## src/rtl/bios_boot_watchdog.sv

```systemverilog
// rtl/bios_boot_watchdog.sv - BIOS boot watchdog with automatic BIOS failover
//
// Times each boot from the PciReset release to PostDone. If POST stalls for
// TIMEOUT_SEC seconds, the block switches to the other BIOS and pulses
// ForceReset. Once MAX_RETRY switches have been used up, it latches BootFail.
//
// Ports:
//   Clk32KHz     in   sole clock, rising edge
//   Reset_N      in   asynchronous active-low reset
//   PciReset     in   platform reset (1 = released), asynchronous
//   Pwr_ok       in   main power good, asynchronous
//   PostDone     in   BIOS POST complete level, asynchronous
//   BiosSelReq   in   one-clock strobe: load Next_Bios from BiosSelVal
//   BiosSelVal   in   BIOS number for BiosSelReq
//   Active_Bios  out  BIOS currently steering chip select
//   Next_Bios    out  BIOS to use at the next boot
//   ForceReset   out  request to re-assert platform reset
//   BootFail     out  sticky: all retries exhausted
//   RetryCnt     out  automatic switches this power cycle
//   State        out  IDLE=0 BOOT=1 DONE=2 SWITCH=3 FAIL=4
module bios_boot_watchdog #(
    parameter int unsigned PRESCALE    = 32768,
    parameter int unsigned TIMEOUT_SEC = 120,
    parameter int unsigned MAX_RETRY   = 1,
    parameter int unsigned RST_PULSE   = 64
) (
    input  logic       Clk32KHz,
    input  logic       Reset_N,
    input  logic       PciReset,
    input  logic       Pwr_ok,
    input  logic       PostDone,
    input  logic       BiosSelReq,
    input  logic       BiosSelVal,
    output logic       Active_Bios,
    output logic       Next_Bios,
    output logic       ForceReset,
    output logic       BootFail,
    output logic [1:0] RetryCnt,
    output logic [2:0] State
);

    localparam int unsigned PS_W = (PRESCALE > 1) ? $clog2(PRESCALE) : 1;
    localparam int unsigned PL_W = (RST_PULSE > 1) ? $clog2(RST_PULSE) : 1;
    localparam logic [PS_W-1:0] PS_LAST  = PS_W'(PRESCALE - 1);
    localparam logic [7:0]      SEC_LAST = 8'(TIMEOUT_SEC - 1);
    localparam logic [PL_W-1:0] PL_LAST  = PL_W'(RST_PULSE - 1);
    localparam logic [1:0]      MAX_R    = 2'(MAX_RETRY);

    typedef enum logic [2:0] {
        ST_IDLE   = 3'd0,
        ST_BOOT   = 3'd1,
        ST_DONE   = 3'd2,
        ST_SWITCH = 3'd3,
        ST_FAIL   = 3'd4
    } state_t;

    state_t          state;
    logic            prs_meta, prs, prs_d;
    logic            pok_meta, pok;
    logic            pdn_meta, pdn;
    logic [PS_W-1:0] presc;
    logic [7:0]      sec_cnt;
    logic [PL_W-1:0] pulse_cnt;

    logic prs_rise, prs_fall, tick, timeout;

    assign prs_rise = prs & ~prs_d;
    assign prs_fall = ~prs & prs_d;
    assign tick     = (presc == PS_LAST);
    // The timeout fires on the tick that would complete the last second. The
    // transition therefore lands exactly TIMEOUT_SEC*PRESCALE clocks after
    // BOOT entry, not one clock later.
    assign timeout  = tick && (sec_cnt == SEC_LAST);

    assign State = state;

    always_ff @(posedge Clk32KHz or negedge Reset_N) begin
        if (!Reset_N) begin
            state       <= ST_IDLE;
            prs_meta    <= 1'b0;
            prs         <= 1'b0;
            prs_d       <= 1'b0;
            pok_meta    <= 1'b0;
            pok         <= 1'b0;
            pdn_meta    <= 1'b0;
            pdn         <= 1'b0;
            presc       <= '0;
            sec_cnt     <= '0;
            pulse_cnt   <= '0;
            Active_Bios <= 1'b0;
            Next_Bios   <= 1'b0;
            ForceReset  <= 1'b0;
            BootFail    <= 1'b0;
            RetryCnt    <= 2'd0;
        end else begin
            prs_meta <= PciReset;
            prs      <= prs_meta;
            prs_d    <= prs;
            pok_meta <= Pwr_ok;
            pok      <= pok_meta;
            pdn_meta <= PostDone;
            pdn      <= pdn_meta;

            // A SWITCH entry below overrides this load on the same clock.
            if (BiosSelReq) begin
                Next_Bios <= BiosSelVal;
            end

            if (!pok) begin
                state      <= ST_IDLE;
                RetryCnt   <= 2'd0;
                BootFail   <= 1'b0;
                presc      <= '0;
                sec_cnt    <= '0;
                pulse_cnt  <= '0;
                ForceReset <= 1'b0;
            end else begin
                case (state)
                    ST_IDLE: begin
                        if (prs_rise) begin
                            state       <= ST_BOOT;
                            Active_Bios <= Next_Bios;
                            presc       <= '0;
                            sec_cnt     <= '0;
                        end
                    end
                    ST_BOOT: begin
                        if (pdn) begin
                            state <= ST_DONE;
                        end else if (timeout) begin
                            if (RetryCnt < MAX_R) begin
                                state       <= ST_SWITCH;
                                Active_Bios <= ~Active_Bios;
                                Next_Bios   <= ~Active_Bios;
                                RetryCnt    <= (RetryCnt == 2'd3) ? 2'd3 : RetryCnt + 2'd1;
                                ForceReset  <= 1'b1;
                                pulse_cnt   <= '0;
                            end else begin
                                state    <= ST_FAIL;
                                BootFail <= 1'b1;
                            end
                        end else if (prs_fall) begin
                            state <= ST_IDLE;
                        end else begin
                            presc <= tick ? '0 : presc + PS_W'(1);
                            if (tick) begin
                                sec_cnt <= sec_cnt + 8'd1;
                            end
                        end
                    end
                    ST_SWITCH: begin
                        if (pulse_cnt == PL_LAST) begin
                            state      <= ST_IDLE;
                            ForceReset <= 1'b0;
                        end else begin
                            pulse_cnt <= pulse_cnt + PL_W'(1);
                        end
                    end
                    ST_DONE: begin
                        if (prs_fall) begin
                            state    <= ST_IDLE;
                            RetryCnt <= 2'd0;
                        end
                    end
                    ST_FAIL: begin
                        state <= ST_FAIL;
                    end
                    default: begin
                        state <= ST_IDLE;
                    end
                endcase
            end
        end
    end

endmodule

```

## config.mk

```make
export PLATFORM = sky130hd
export DESIGN_NAME = bios_boot_watchdog
export DESIGN_NICKNAME = d
export VERILOG_FILES = /design/src/rtl/bios_boot_watchdog.sv
export SDC_FILE = /design/constraint.sdc
export NUM_CORES = 1
export LEC_CHECK = 0
export ABC_AREA = 1
export ABC_CLOCK_PERIOD_IN_PS = 2900
export CAP_MARGIN = 20
export CORE_MARGIN = 8
export CORE_UTILIZATION = 35
export DETAILED_ROUTE_END_ITERATION = 8
export PLACE_DENSITY = 0.58
export RECOVER_POWER = 25
export SYNTH_ARGS = -nofsm -noshare
export SYNTH_HDL_FRONTEND = slang
export SYNTH_SLANG_ARGS = --single-unit
```

## constraint.sdc

```tcl
create_clock -name Clk32KHz -period 2.9 [get_ports Clk32KHz]
set_clock_uncertainty 0.05 [all_clocks]
set_input_delay 0.435 -clock Clk32KHz [delete_from_list [all_inputs] [get_ports Clk32KHz]]
set_output_delay 0.435 -clock Clk32KHz [all_outputs]
set_load 0.03 [all_outputs]
```

==> results.toml <==
[route]
drt_first_pass_iters = 4
drc = 0
drtIter0Drc = 80
routedWlPerCell_um = 11.8
vias = 2350
vias_per_cell = 4.73
antenna_left = 0
totalWireLength_um = 5850

[global_routing]
gr-total-overflow = 0
grt_pass1_vias = 2227
grt_max_degree = 46
antenna_found_initial = 0
grt_util_all_layers_pct = 11.3
grt_pass1_wl_um = 10300

[cells_and_area]
drive_above_1_share_pct = 9.62
area_growth_pct = 14.2
fin_nets = 404
final_util_pct = 40.7
diodes = 0
nFillCells = 806
final_cells = 497

[power]
powerDensity_mw_per_mm2 = 491
ir_worst_vdd_mv = 0.288
p_leak_nw = 1.45

[timing]
fmax_mhz = 451
setup_ws_ns = 0.685
setup_viol = 0
worst_slew_pin_slew_ns = 1.34
timing.slew.headroom_pct = 10.9
finalSetupTns_ns = 0
rsz0062_at_grt = "false"
slew_violations = 0
period_share_pct = 76.4
fin_crit_ns = 2.22
final_hold_viol_count = 0

[clock_network]
cts_setup_buffers = 0
htreeDepth = 2
cts.sinks = 45
clk_pin_slew_ns = 0.09
cts_hold_buf = 0
root_buffer = "clkbuf_8"
clock_latency_ns = 0.30
cts.repair.resized = 0
cts_buffers = 5
clk_path_buf_depth = 2
cts_tree = "yes"

[setup_path]
arrival_ns = 2.40
crit_chain = "inv_1, nor2_2, inv_1, nor2_1, inv_2, nand2_2, nand2_1, nand2_1"
worstPathRequired_ns = 3.09
cp-end-kind = "flip-flop"
critPathKind = "flip-flop to flip-flop"
r2r_cells = 8
start_kind = "flip-flop"
cp_max_fo = 21
slowest_stage = "dfrtp_1"
cp_slowest_stage_delay_ns = 0.59

[run]
cap_violations = 0

[placement]
dp_cells = 488
dp_hpwl_um = 4200
globalplace.congestion = 0.802
io_buffers = 15
place_ws_ns = 0.685

[floorplanning]
die_h_um = 104
die_x_um = 104
dieArea_mm2 = 0.0108
initial_core_util_pct = 35.6
core_area_mm2 = 0.00761
row_count = 32
ioPinCount = 16

[synthesis]
synth_seq_cells = 45
syn_avg_cell_area_um2 = 7.19
syn_inst = 377
synthesis.nets = 387
synth_area_mm2 = 0.00271
synthDistinctLibCells = 33
ys_seq_area_share_pct = 41.5
synth.yosys.warnings = 0

[run_status]
status = "finished clean"

[hold_path]
hold_class = "flip-flop to flip-flop"
hold_depth = 0
-- sequential cells by signal, summed over array words and instances, names as in the netlist --
signal	count
pok	1
pdn	1
State	3
sec_cnt	8
pok_meta	1
ForceReset	1
RetryCnt	2
Active_Bios	1
pdn_meta	1
presc	15
prs_d	1
prs	1
prs_meta	1
pulse_cnt	6
Next_Bios	1
BootFail	1
-- cells in the mapped netlist, drive strengths merged --
library cell / count / area share (%)
nand3: 27 / 5.2
xnor2: 1 / 0.32
nor2: 48 / 7.7
a21oi: 6 / 1.1
mux2: 1 / 0.42
dfrtp: 45 / 42
nand2: 130 / 20
buf: 3 / 1.0
nor3: 8 / 1.5
or2: 2 / 0.46
clkbuf: 4 / 0.55
o21ai: 22 / 5.0
nand4: 13 / 3.0
xor2: 6 / 1.9
o22ai: 1 / 0.23
nor4: 6 / 1.4
a21boi: 1 / 0.28
inv: 47 / 6.7
ha: 3 / 1.4
o21bai: 1 / 0.28
and2: 1 / 0.23
clkinv: 1 / 0.14
-- report_power, final --
group / total [mW] / switching [mW] / internal [mW]
logic: 0.331 / 0.231 / 0.0998
clock network: 0.500 / 0.220 / 0.280
registers: 0.689 / 0.0312 / 0.658
-- cells by family after synthesis --
kind of cell	after synthesis	synth area share, %
adder cells (fa/ha/maj)	3	1.38
XOR/XNOR	7	2.26
multiplexers	1	0.415
buffers and inverters	55	8.40
AO/OA/AOI/OAI	31	6.92
AND/OR/NAND/NOR	235	39.1
flip-flops	45	41.5
-- worst max-delay path: cells and delay by family (launching register included) --
kind | cells | cell delay [ns]
buf+inv | 3 | 0.59
simple gates | 5 | 0.94
flops | 1 | 0.59
-- area by class of cell --
| type | instances | area [µm²] | share of cell area [%] |
|---|---|---|---|
| clock buffers | 6 | 82.6 | 2.67 |
| clock inverters | 2 | 37.5 | 1.21 |
| inverters | 48 | 185 | 5.98 |
| multi-input cells | 277 | 1360 | 43.9 |
| flip-flops and latches | 45 | 1130 | 36.4 |
| well taps | 102 | 128 | 4.12 |
| repair buffers | 17 | 179 | 5.78 |
-- placed cells by master, fill, tap and decap left out, types with 2 or more instances in the layout --
cell             instances
or2_2                    2
inv_1                   44
ha_1                     3
nor2_2                   5
o21ai_2                  7
nor2_4                   2
xor2_1                   6
o21ai_0                 10
nand2_2                  3
nand2_4                  3
clkbuf_8                 6
clkdlybuf4s50_1         14
nand4_1                 13
nor3_1                   8
nor2_1                  41
dfrtp_1                 45
nor4_1                   6
o21ai_1                  5
a21oi_1                  6
nand2_1                123
nand3_1                 26
inv_2                    2
-- path summary, 6_finish.rpt --
| kind | startpoint | endpoint | slack [ns] |
|---|---|---|---|
| setup / recovery | pok | sec_cnt[6] | 0.68 |
| hold / removal | pdn_meta | pdn | 0.30 |
| setup reg to reg | pok | sec_cnt[6] | 0.68 |
| hold reg to reg | pdn_meta | pdn | 0.30 |
| max in group asynchronous | Reset_N | pok_meta | 1.65 |
| min in group asynchronous | Reset_N | presc[12] | 0.37 |
-- metal layers --
layer / vias up / track usage [%] / share of wire [%]
met4: 0 / 4.34 / 0.96
met3: 2 / 2.66 / 4.1
met2: 36 / 18.7 / 46
met5: - / 0 / 0
met1: 1074 / 13.9 / 49
li1: 1238 / - / -
-- per-stage QoR --
step                      power [mW]  cell area, µm²  hold WS (ns)
after floorplan                0.931            2710        0.0894
after global placement          1.03            2950         0.281
after detailed placement        1.03            2950         0.287
after CTS                       1.55            3070         0.302
after global routing            1.60            3100         0.312
final                           1.52            3100         0.304
No activity file was read; power rests on OpenSTA's default activity.
